<file path="src/rtl/gate_pkg.sv">
// Shared types and the gate operation for the gate-array pipeline.
//   gate_op_e : 3-bit operation select carried on in_op
//   gate_eval : one bit lane of the selected operation. Every op is bitwise,
//               so the array is built by applying this to each lane, which
//               keeps the function independent of the WIDTH parameter.
package gate_pkg;

    typedef enum logic [2:0] {
        OP_AND   = 3'd0,
        OP_OR    = 3'd1,
        OP_NAND  = 3'd2,
        OP_NOR   = 3'd3,
        OP_XOR   = 3'd4,
        OP_XNOR  = 3'd5,
        OP_NOT_A = 3'd6,
        OP_BUF   = 3'd7
    } gate_op_e;

    function automatic logic gate_eval(input logic a, input logic b, input gate_op_e op);
        logic y;
        case (op)
            OP_AND:   y = a & b;
            OP_OR:    y = a | b;
            OP_NAND:  y = ~(a & b);
            OP_NOR:   y = ~(a | b);
            OP_XOR:   y = a ^ b;
            OP_XNOR:  y = ~(a ^ b);
            OP_NOT_A: y = ~a;
            default:  y = a;
        endcase
        return y;
    endfunction

endpackage

</file>
<file path="src/rtl/gate_pipe_stage.sv">
// One elastic register stage of the gate-array pipeline.
//   clk, rst_n         : clock, synchronous active-low reset
//   rdy_i              : load enable (this stage is empty or downstream takes)
//   v_i, y_i, any_i,
//   all_i              : upstream beat; v_i=0 loads a bubble
//   v_o, y_o, any_o,
//   all_o              : registered beat held for the next stage / output
module gate_pipe_stage
    import gate_pkg::*;
#(
    parameter int WIDTH = 8
) (
    input  logic             clk,
    input  logic             rst_n,
    input  logic             rdy_i,
    input  logic             v_i,
    input  logic [WIDTH-1:0] y_i,
    input  logic             any_i,
    input  logic             all_i,
    output logic             v_o,
    output logic [WIDTH-1:0] y_o,
    output logic             any_o,
    output logic             all_o
);

    logic             v_q,   v_d;
    logic [WIDTH-1:0] y_q,   y_d;
    logic             any_q, any_d;
    logic             all_q, all_d;

    always_comb begin
        v_d   = v_q;
        y_d   = y_q;
        any_d = any_q;
        all_d = all_q;
        if (rdy_i) begin
            v_d   = v_i;
            y_d   = y_i;
            any_d = any_i;
            all_d = all_i;
        end
    end

    always_ff @(posedge clk) begin
        if (!rst_n) begin
            v_q   <= 1'b0;
            y_q   <= '0;
            any_q <= 1'b0;
            all_q <= 1'b0;
        end else begin
            v_q   <= v_d;
            y_q   <= y_d;
            any_q <= any_d;
            all_q <= all_d;
        end
    end

    assign v_o   = v_q;
    assign y_o   = y_q;
    assign any_o = any_q;
    assign all_o = all_q;

endmodule

</file>
<file path="src/rtl/gate_array_pipe.sv">
// WIDTH-bit bitwise gate array with runtime op select, a STAGES-deep elastic
// valid/ready pipeline, registered reductions of the result and a delivered
// beat counter.
//   clk, rst_n          : clock, synchronous active-low reset
//   in_valid/in_ready   : input handshake
//   in_a, in_b, in_op   : operands and gate_op_e select
//   out_valid/out_ready : output handshake
//   out_y               : bitwise result
//   out_any, out_all    : |out_y and &out_y
//   out_cnt             : delivered beats, wraps at 2^CNT_W
module gate_array_pipe
    import gate_pkg::*;
#(
    parameter int WIDTH  = 8,
    parameter int STAGES = 2,
    parameter int CNT_W  = 16
) (
    input  logic             clk,
    input  logic             rst_n,
    input  logic             in_valid,
    output logic             in_ready,
    input  logic [WIDTH-1:0] in_a,
    input  logic [WIDTH-1:0] in_b,
    input  logic [2:0]       in_op,
    output logic             out_valid,
    input  logic             out_ready,
    output logic [WIDTH-1:0] out_y,
    output logic             out_any,
    output logic             out_all,
    output logic [CNT_W-1:0] out_cnt
);

    gate_op_e         op;
    logic [WIDTH-1:0] eval_y;
    logic             eval_any;
    logic             eval_all;

    assign op = gate_op_e'(in_op);

    always_comb begin
        eval_y = '0;
        for (int j = 0; j < WIDTH; j++) begin
            eval_y[j] = gate_eval(in_a[j], in_b[j], op);
        end
    end

    // Reductions are taken before stage 0 so they travel with y and cost
    // no extra cycle at the output.
    assign eval_any = |eval_y;
    assign eval_all = &eval_y;

    logic [STAGES-1:0] v_s;
    logic [STAGES-1:0] any_s;
    logic [STAGES-1:0] all_s;
    logic [WIDTH-1:0]  y_s [STAGES];
    logic [STAGES:0]   rdy;

    // Ready propagates backwards; an empty stage is always ready, which is
    // what lets bubbles collapse while the sink is stalled.
    always_comb begin
        rdy         = '0;
        rdy[STAGES] = out_ready;
        for (int i = STAGES - 1; i >= 0; i--) begin
            rdy[i] = !v_s[i] || rdy[i+1];
        end
    end

    assign in_ready = rdy[0];

    for (genvar i = 0; i < STAGES; i++) begin : g_stage
        logic             v_in;
        logic [WIDTH-1:0] y_in;
        logic             any_in;
        logic             all_in;

        if (i == 0) begin : g_head
            // Only in_valid feeds the valid bit, so unknown operands while
            // idle cannot corrupt pipeline occupancy.
            assign v_in   = in_valid;
            assign y_in   = eval_y;
            assign any_in = eval_any;
            assign all_in = eval_all;
        end else begin : g_body
            assign v_in   = v_s[i-1];
            assign y_in   = y_s[i-1];
            assign any_in = any_s[i-1];
            assign all_in = all_s[i-1];
        end

        gate_pipe_stage #(
            .WIDTH (WIDTH)
        ) u_stage (
            .clk   (clk),
            .rst_n (rst_n),
            .rdy_i (rdy[i]),
            .v_i   (v_in),
            .y_i   (y_in),
            .any_i (any_in),
            .all_i (all_in),
            .v_o   (v_s[i]),
            .y_o   (y_s[i]),
            .any_o (any_s[i]),
            .all_o (all_s[i])
        );
    end

    assign out_valid = v_s[STAGES-1];
    assign out_y     = y_s[STAGES-1];
    assign out_any   = any_s[STAGES-1];
    assign out_all   = all_s[STAGES-1];

    logic [CNT_W-1:0] cnt_q, cnt_d;

    always_comb begin
        cnt_d = cnt_q;
        if (out_valid && out_ready) begin
            cnt_d = cnt_q + CNT_W'(1);
        end
    end

    always_ff @(posedge clk) begin
        if (!rst_n) begin
            cnt_q <= '0;
        end else begin
            cnt_q <= cnt_d;
        end
    end

    assign out_cnt = cnt_q;

endmodule
</file>
<file path="config.mk">
export PLATFORM = sky130hd
export DESIGN_NAME = gate_array_pipe
export DESIGN_NICKNAME = d
export VERILOG_FILES = /design/src/rtl/gate_pkg.sv /design/src/rtl/gate_pipe_stage.sv /design/src/rtl/gate_array_pipe.sv
export SDC_FILE = /design/constraint.sdc
export NUM_CORES = 1
export LEC_CHECK = 0
export CAP_MARGIN = 10
export CORE_ASPECT_RATIO = 1.4
export CORE_MARGIN = 4
export CORE_UTILIZATION = 40
export CTS_CLUSTER_SIZE = 24
export DETAILED_ROUTE_END_ITERATION = 10
export PLACE_DENSITY_LB_ADDON = 0.3
export SETUP_SLACK_MARGIN = 0.4
export SLEW_MARGIN = 20
export SYNTH_ARGS = -nofsm -noshare
export SYNTH_HDL_FRONTEND = slang
export SYNTH_SLANG_ARGS = --single-unit
</file>
<file path="constraint.sdc">
create_clock -name clk -period 1.75 [get_ports clk]
set_input_delay 0.35 -clock clk [delete_from_list [all_inputs] [get_ports clk]]
set_output_delay 0.35 -clock clk [all_outputs]
set_load 0.1 [all_outputs]
</file>
# Yosys cells after proc, flatten, opt, wreduce, memory -nomap -nowiden
# Cells that the tools add are included.
[totals]
register_bits = 38
latchBits = 0
ram_bits = 0
romBits = 0
in_bits = 23
output_inout_bits = 28
word_cells = 88
n_memories = 0
[op_classes]
add_sub_neg = 1
n_mul = 0
n_div = 0
magnitude_cmp = 0
eq_ne = 6
shift = 0
n_mux = 8
bitwise_logic = 56
reduce_logical = 8
[ops]
columns = ["op", "n"]
rows = [
  ["1-bit one-hot mux with 7 select lines", 8],
  ["1-bit NOT", 32],
  ["16-bit by 1-bit adder with 16-bit output (second input constant)", 1],
  ["3-bit == test (second input constant)", 3],
  ["1-bit AND", 8],
  ["1-bit bitwise OR", 8],
  ["8-bit AND reduction", 1],
  ["8-bit OR reduction", 1],
  ["1-bit bitwise XOR", 8],
  ["3-bit by 2-bit == test with 1-bit output (second input constant)", 2],
  ["3-bit by 1-bit == test with 1-bit output (second input constant)", 1],
  ["3-bit zero test", 1],
  ["1-bit zero test", 2],
  ["1-bit logical OR", 2],
  ["1-bit logical AND", 1],
]

# Logic depth before layout (Yosys ltp)
# Gate-level depths: netlist of run 1.
[depth]
depth_word = 4
depth_mapped = 8
ltp_nobuf = 7

# Modules after synthesis
# A second synthesis of run 1 with hierarchy kept.
[hier_totals]
cells_unflattened = 301
area_unflattened_um2 = 2600.0
[modules_own_cells]
columns = ["module", "n_inst", "cells_per_inst", "area_each_um2", "seq_area_each_um2"]
rows = [
  ["gate_array_pipe", 1, 231, 1771.7, 320.3],
  ["gate_pipe_stage", 2, 35, 414.1, 220.2],
]

# Least setup slack after synthesis of run 1
# No wires, ideal clock.
[synth_timing]
path_type = "flip-flop to flip-flop"
from = "reg g_stage[1].u_stage.v_q"
to = "reg g_stage[0].u_stage.y_q[5]"
arrival_time_ns = 2.542
path_slack_ns = -0.864
stages_incl_launch_ff = 7
period_less_slack_ns = 2.614
path_cell_list = "dfxtp_1 > nor2b_1 > and2_1 > inv_1 > clkbuf_1 > o211ai_1 > a21oi_1"
[synth_between]
elab_chain_cells = 3
[synth_rtl]
columns = ["item", "line_no", "rtl"]
rows = [
  ["start: declaration", "gate_pipe_stage.sv:26", "logic v_q, v_d;"],
  ["start signal: assignment", "gate_pipe_stage.sv:51", "v_q <= v_d;"],
  ["1-bit zero test", "gate_array_pipe.sv:64", "rdy[i] = !v_s[i] || rdy[i+1];"],
  ["1-bit logical OR (2 in a row)", "gate_array_pipe.sv:64", ""],
  ["net in_ready", "gate_array_pipe.sv:21", "output logic in_ready,"],
  ["end signal: assignment", "gate_pipe_stage.sv:52", "y_q <= y_d;"],
  ["end: declaration", "gate_pipe_stage.sv:27", "logic [WIDTH-1:0] y_q, y_d;"],
]
# The timed path passes the listed nets, and every way through them passes these cells.
# A chain may end at the register's enable or synchronous reset.

# Worst setup path after layout of run 1
[layout_timing]
from = "in in_a[2]"
to = "reg g_stage[0].u_stage.all_q"
[layout_between]
elab_chain_cells = 4
word_cells_on_any_way = 9
classes_between = "mux: 1; bitwise: 7; reduce/logical: 1"
[layout_rtl]
columns = ["item", "line_no", "rtl"]
rows = [
  ["start: declaration", "gate_array_pipe.sv:22", "input logic [WIDTH-1:0] in_a,"],
  ["1-bit bitwise XOR (tied with other cells)", "gate_pkg.sv:26, gate_pkg.sv:27", ""],
  ["1-bit NOT (on tied branches)", "gate_pkg.sv:27, gate_pkg.sv:24, gate_pkg.sv:25", ""],
  ["1-bit one-hot mux with 7 select lines (*)", "gate_pkg.sv:21", "case (op)"],
  ["8-bit AND reduction (*)", "gate_array_pipe.sv:50", "assign eval_all = &eval_y;"],
  ["end signal: assignment", "gate_pipe_stage.sv:54", "all_q <= all_d;"],
  ["end: declaration", "gate_pipe_stage.sv:29", "logic all_q, all_d;"],
]
# Every way passes the cells marked *; elsewhere a longest branch is shown, timed or not.

==> results.md, run 1 <==
- CTS Sinks: 38
- Hold Vio Cnt, Final: 0
- Gpl congestion: roughly 0.84
- Slowest stage delay, CP: between 0.4 and 0.5 ns
- Initial antenna violation count: 0
- Final std cells w/o fill: 514
- Syn-to-layout area delta: 93.96%
- Initial Utilization: between 40% and 50%
- Lkg Pwr: ~2.0 nW
- Final Skew: between 0.008 and 0.009 ns
- Outcome: finished clean
- Mux cell area share after synthesis: 2.944%
- Die area: ~7500 um2
- Cts bufs inserted: 5
- EDFF count, synth: 0
- Ports: between 50 and 60
- Detailed Routing Iterations Pass 1: 4
- Clk Latency, worst-skew pair: around 0.29 ns
- Compound-Gate Fraction of Synth Area: 15.94%
- Post-Syn Instances: 322
- Nets: 483
- Post-Synth Adder-Cell Area: about 8.6%
- IO Port Bufs: 50
- Final Util: 80.97%
- Slowest CP cell: or4_4
- Crit Path Category: in2reg
- Critical path cell sequence: buf_6, buf_6, and2_4, or4_4, a311oi_2, nand4_1, o31ai_2
- Core area: slightly below 6000 um2
- Area fraction in and, or, nand and nor cells after synthesis: 28.27%
- Post-placement cell count: ~480
- Comb pwr share: 35.1%
- Mapped cell area: approximately 2500 um2
- H-tree depth: 2
- Final ANT Viol Nets: 0
- Detailed-route DRC error count: 0
- Largest family of logic cells by synthesized area: simple AND/OR/NAND/NOR gates
- First-pass GRT wire length: 12.53 mm
- WL per Instance: approximately 17 um
- Vias per cell: roughly 5.6
- Clock Tree Root: clkbuf_8
- # diodes: 0
- Post-synth ARST share: 0%
- FF+latch count, synth: 38
- Max Freq: slightly below 600 MHz
- Power share of the clock group: 29.6%
- FF/Latch Area: 798.3 um2
- Distinct cells, synth: 47
- XOR/XNOR share of the synthesized area: under 10%
- CP required: 1.95 ns
- CTS tree: done
- Sequential area share after synthesis: a little under a third
- Final Max Slew Viols: 0
- Layout cell share with drive strength beyond 1: between 50 and 60%
- Max VDD drop: ~0.28 mV
- Bufs on Longest Clock Path: 2
- Startpoint type of the worst setup path: input pin
- Internal: approximately 0.0018 W
- Ys Warns: 0
- Vias in the first global route: between 2,000 and 3,000
- Net Switching: slightly above 0.0008 W
- Vias post-DR: approximately 2,900
- Arr. time, crit path: between 1.5 and 2 ns
- Worst Hold Class: reg2reg
- HPWL Detailed: a little under 5 mm
- Slew HR: 70.38%
- Flop pwr share: approximately 35%
- Iteration-0 DRC Markers: 172
- Clock slew at reported path FFs: 0.07 ns
- Multi-input logic area: 2073 um2
- Congestion Overflow GR: 0
- CP Capture Type: flop
- Worst-Margin Slew: 0.4397 ns
- PD cells: 546.2 nW/um2
- # Max-Cap Violations: 0
- Largest net degree at the start of global routing: 35
- Most common cell after layout, fill and taps aside: buf_4
- # rows: 33
- Final setup violation count: 0
- Crit Path Max Fanout: 2
- Tot GR Track Use: 20.93%
- Mean area per synthesized cell: approximately 7.7 um2
- WL final: 8.882 mm
- Commonest non-fill, non-tap cells in the layout: buf_4, nand2_1, buf_12, buf_6, nor2_1
- Top FF cell, synth: dfxtp_1
- Syn Nets: approximately 360
- Die width: roughly 74 um
- Worst reg2reg setup slack: between 0.2 and 0.25 ns
- Crit-path most repeated cell: buf_6
- Tcrit/Tclk final: between 90% and 100%
- Post-CTS Hold Fix Bufs: 0
- Fin crit period: around 1.7 ns
- Sw Share: between 30% and 40%
- RSZ-0062 raised after global routing: yes
- Die Ht: between 100 and 150 um
- # fillers: between 300 and 400
routing by layer:
| metal | vias to the layer above | GRT usage (%) | share of wire [%] | routed length (um) |
|---|---|---|---|---|
| met5 | - | 0 | 0 | 0 |
| met4 | 0 | 11.64 | 4.6 | 410 |
| met3 | 38 | 3.293 | 3.9 | 343 |
| met2 | 108 | 39.82 | 57 | 5096 |
| met1 | 1378 | 20.69 | 34 | 3031 |
| li1 | 1356 | - | - | - |
worst max-delay path, delay by kind of cell:
| kind | cells | cell delay, ns |
|---|---|---|
| AO/OA/AOI/OAI | 2 | 0.49 |
| AND/OR/NAND/NOR | 3 | 0.82 |
| buffers and inverters | 2 | 0.22 |
cell usage after synthesis, types with 3 or more instances:
cell type  count  area (um2)
mux2i_1        5       50.05
or3_1          9       56.30
xnor2_1       12       105.1
o21ai_0       16       80.08
nor4_1         4       25.02
nand2_1       34       127.6
xor2_1         6       52.55
dfxtp_1       38       760.7
clkbuf_1       8       30.03
nor3_1         7       35.03
and2_1         8       50.05
ha_1          17       212.7
nor3b_1        3       22.52
nor2_1        33       123.9
a22oi_1        4       30.03
nand3_1       18       90.09
a21oi_1       23       115.1
buf_2          6       30.03
nand4_1        4       25.02
nand2b_1       5       31.28
inv_1         22       82.58
a31oi_1        3       18.77
a211oi_1       4       30.03
nor2b_1        4       25.02
area by class of cell:
cell class,count,area share [%]
clock buffers,7,2.486
clock inverters,1,0.1832
inverters,24,2.539
multi-input cells,244,43.37
flip-flops and latches,38,16.70
well taps,70,1.832
repair buffers,130,32.90
worst paths after layout:
kind | cells past startpoint | startpoint | endpoint
worst max-delay path | 7 | in_a[2] | g_stage[0].u_stage.all_o$_SDFFE_PN0P_
worst min register to register | 2 | g_stage[0].u_stage.y_o[5]$_SDFFE_PN0P_ | g_stage[1].u_stage.y_o[5]$_SDFFE_PN0P_
worst max register to register | 6 | g_stage[1].u_stage.v_o$_SDFFE_PN0P_ | g_stage[0].u_stage.all_o$_SDFFE_PN0P_
worst min-delay path | 2 | g_stage[0].u_stage.y_o[5]$_SDFFE_PN0P_ | g_stage[1].u_stage.y_o[5]$_SDFFE_PN0P_
sequential cells by signal, indices dropped and copies added, names as in the netlist:
name / count
g_stage.u_stage.all_o: 2
out_cnt: 16
g_stage.u_stage.y_o: 16
g_stage.u_stage.v_o: 2
g_stage.u_stage.any_o: 2
metrics by stage:
step	area [um2]	worst slack, ns	power, W	setup TNS [ns]	hold slack, ns
final	4781	0.07442	0.002611	0	0.4625
after global routing	4781	0.09182	0.002719	0	0.4741
after CTS	4488	0.07099	0.002503	0	0.4594
after detailed placement	3822	-0.7154	0.001610	-4.470	0.4465
after global placement	3822	-0.6557	0.001594	-3.862	0.4400
after floorplan	2664	0.001764	0.001328	0	0.4321
cell families after synthesis:
logic type      count (synthesis)
simple gates                  140
compound gates                 63
buf+inv                        40
flops                          38
xor+xnor                       18
fa+ha+maj                      17
mux                             6
power by group through the flow:
stage | sequential (W) | combinational (W) | clock (W)
after floorplan | 0.00104 | 0.000283 | 0
after global placement | 0.000942 | 0.000652 | 0
after detailed placement | 0.000943 | 0.000667 | 0
after CTS | 0.000921 | 0.000801 | 0.000781
after global routing | 0.000929 | 0.000966 | 0.000825
final | 0.000923 | 0.000915 | 0.000773
repair_timing:
action,CTS,global route
gates cloned,1,1
pin swaps,51,27
setup endpoints to repair,24,25
endpoints found under the hold margin,0,0
buffers inserted,23,6
gates resized for setup,174,50
Note: power is estimated with default switching activity, not from simulation.
==> run 2: changes to the inputs <==
--- a/config.mk
+++ b/config.mk
@@ -9,8 +9,9 @@
 export CORE_ASPECT_RATIO = 1.4
 export CORE_MARGIN = 4
 export CORE_UTILIZATION = 40
-export CTS_CLUSTER_SIZE = 24
+export CTS_CLUSTER_SIZE = 25
 export DETAILED_ROUTE_END_ITERATION = 10
+export DONT_BUFFER_PORTS = 1
 export PLACE_DENSITY_LB_ADDON = 0.3
 export SETUP_SLACK_MARGIN = 0.4
 export SLEW_MARGIN = 20
==> run 2 against run 1 <==
Count of clock-buffer cells in the layout shrank 1. Critical path depth is the same. Global-route usage shrank 5.5 points. Power shrank 20%. Worst setup slack gained 0.17 ns. Combinational power shrank 44%. Critical endpoint unchanged. Largest power group unchanged.
==> results.md, run 2 (same netlist as run 1, synthesis figures left out) <==
- Area after DPL: 2919 um2 (-24%)
- Slowest stage delay, CP: 0.48 ns (about the same)
- Tcrit/Tclk final: 85.84% (-9.9 points)
- Layout cell share with drive strength beyond 1: 34.88% (-23 points)
- Critical path cell sequence: inv_8, ha_4, nor2_2, or4_4, a311oi_2, nand4_1, o31ai_2
- Tot GR Track Use: 15.44% (-5.5 points)
- Post-CTS Hold Fix Bufs: 0 (unchanged)
- IO Port Bufs: 0 (-100%)
- HPWL Detailed: 4.299 mm (-13%)
- Final setup violation count: 0 (unchanged)
- Final Max Slew Viols: 0 (unchanged)
- CP required: 1.96 ns (about the same)
- Bufs on Longest Clock Path: 2 (unchanged)
- Iteration-0 DRC Markers: 62 (-64%)
- Max VDD drop: 0.3000 mV (+6.0%)
- Worst reg2reg setup slack: 0.27 ns (+0.05 ns)
- Vias in the first global route: 2,067 (-26%)
- Worst setup startpoint: in_b[2]
- Nets: 406 (-16%)
- Largest net degree at the start of global routing: 38 (+8.6%)
- R2R Path End: g_stage[0].u_stage.all_o$_SDFFE_PN0P_
- Arr. time, crit path: 1.71 ns (-0.17 ns)
- Fin crit period: 1.502 ns (-0.1734 ns)
- Post-layout instance area: 3372 um2 (-29%)
- CTS tree: done
- Vias per cell: 5.224 (-6.8%)
- Outcome: finished clean
- CP Capture Type: flop
- RSZ-0062 raised after global routing: yes
- Clock slew at reported path FFs: 0.08 ns (about the same)
- Die area: 7500 um2 (unchanged)
- Final Skew: 0.009754 ns (+0.001585 ns)
- Hold path depth: 2 (unchanged)
- WL per Instance: 13.47 um (-22%)
- Slew HR: 73.30% (+2.9 points)
- Hold EP: g_stage[0].u_stage.y_o[3]$_SDFFE_PN0P_
- WL final: 5.887 mm (-34%)
- # rows: 33 (unchanged)
- Gpl congestion: 0.8344 (-0.41%)
- Crit path max-delay family: simple AND/OR/NAND/NOR gates
- Clk Latency, worst-skew pair: 0.29 ns (about the same)
- CTS Sinks: 38 (unchanged)
- Syn-to-layout area delta: 36.80%
- Die width: 74.35 um (unchanged)
- Max Freq: 665.7 MHz (+12%)
- Cts bufs inserted: 5 (unchanged)
- Reg2Reg Depth: 6 (unchanged)
- Most common cell after layout, fill and taps aside: buf_4
- First-pass GRT wire length: 9.273 mm (-26%)
- Final ANT Viol Nets: 0 (unchanged)
- Hold_sp: rst_n
- Lkg Pwr: 1.460 nW (-28%)
- Detailed Routing Iterations Pass 1: 4 (unchanged)
- Crit Path Category: in2reg
- Initial Utilization: 41.75% (unchanged)
- Crit Path Max Fanout: 2 (unchanged)
- Slowest CP cell: or4_4
- Ports: 51 (unchanged)
- Core area: 5904 um2 (unchanged)
- # Max-Cap Violations: 0 (unchanged)
- PD cells: 622.4 nW/um2 (+14%)
- Startpoint type of the worst setup path: input pin
- CP Buf/Inv Count: 1 (-1)
- Clock Tree Root: clkbuf_8
- Final std cells w/o fill: 437 (-15%)
- # diodes: 0 (unchanged)
- Worst-Margin Slew: 0.4004 ns (-0.03924 ns)
- Hold Vio Cnt, Final: 0 (unchanged)
- Post-placement cell count: 412 (-13%)
- Die Ht: 100.9 um (unchanged)
- Commonest non-fill, non-tap cells in the layout: buf_4, nand2_1, nor2_1, a21oi_1, dfxtp_1
- Vias post-DR: 2,283 (-21%)
- Detailed-route DRC error count: 0 (unchanged)
- R2R Path Start: g_stage[1].u_stage.v_o$_SDFFE_PN0P_
- Worst Hold Class: in2reg
- Congestion Overflow GR: 0 (unchanged)
- H-tree depth: 2 (unchanged)
- Initial antenna violation count: 0 (unchanged)
==> run 2: worst max-delay path by stage <==
stage | to | slack [ns] | depth (start not counted)
floorplan | out_cnt[5]$_SDFFE_PN0P_ | 0.002 | 5
global placement | g_stage[0].u_stage.all_o$_SDFFE_PN0P_ | -0.08 | 6
detailed placement | g_stage[0].u_stage.all_o$_SDFFE_PN0P_ | -0.1 | 7
CTS | g_stage[0].u_stage.all_o$_SDFFE_PN0P_ | 0.25 | 7
global route | g_stage[0].u_stage.all_o$_SDFFE_PN0P_ | 0.16 | 6
finish | g_stage[0].u_stage.all_o$_SDFFE_PN0P_ | 0.25 | 7
==> run 2: final cells by class <==
| cell class | instances | area [um2] |
|---|---|---|
| fill | 530 | 2532 |
| multi-input combinational | 244 | 1785 |
| sequential | 38 | 798.3 |
| timing repair buffer | 53 | 474.2 |
| inverter | 24 | 120.1 |
| clock buffer | 6 | 93.84 |
| tap | 70 | 87.58 |
| clock inverter | 2 | 12.51 |
==> run 2: worst register-to-register path, cell delays in order, from the launching register on <==
cell	delay [ns]
dfxtp_4	0.35
nor2b_4	0.12
and2_4	0.17
buf_4	0.18
a311oi_2	0.24
nand4_1	0.16
o31ai_2	0.18
==> run 2: where the power goes <==
group          internal (W)  total [W]  switching [W]
registers          0.000892   0.000912      0.0000203
clock network      0.000368   0.000679       0.000310
logic              0.000206   0.000508       0.000302
==> run 2: repair_timing <==
| action | CTS | global route |
|---|---|---|
| resized for setup | 11 | 41 |
| setup endpoints to repair | 13 | 22 |
| pin swaps | 8 | 15 |
| buffers inserted | 10 | 7 |
| endpoints found under the hold margin | 0 | 0 |
| gates cloned | 0 | 0 |
==> run 2: layer usage <==
layer | GRT usage (%) | routed length, um
met1 | 17.78 | 2352
met2 | 27.73 | 3148
met3 | 3.593 | 334
met4 | 4.658 | 51
met5 | 0 | 0
==> run 2: metrics by stage <==
step	hold slack [ns]	power (W)	util [%]	worst slack, ns	TNS [ns]
after CTS	0.1590	0.002081	53.49	0.2493	0
final	0.1677	0.002099	57.11	0.2478	0
after floorplan	0.4321	0.001328	-	0.001764	0
after global placement	0.4409	0.001382	49.44	-0.07518	-0.07518
after global routing	0.1522	0.002213	57.11	0.1567	0
after detailed placement	0.4472	0.001390	49.44	-0.09986	-0.09986
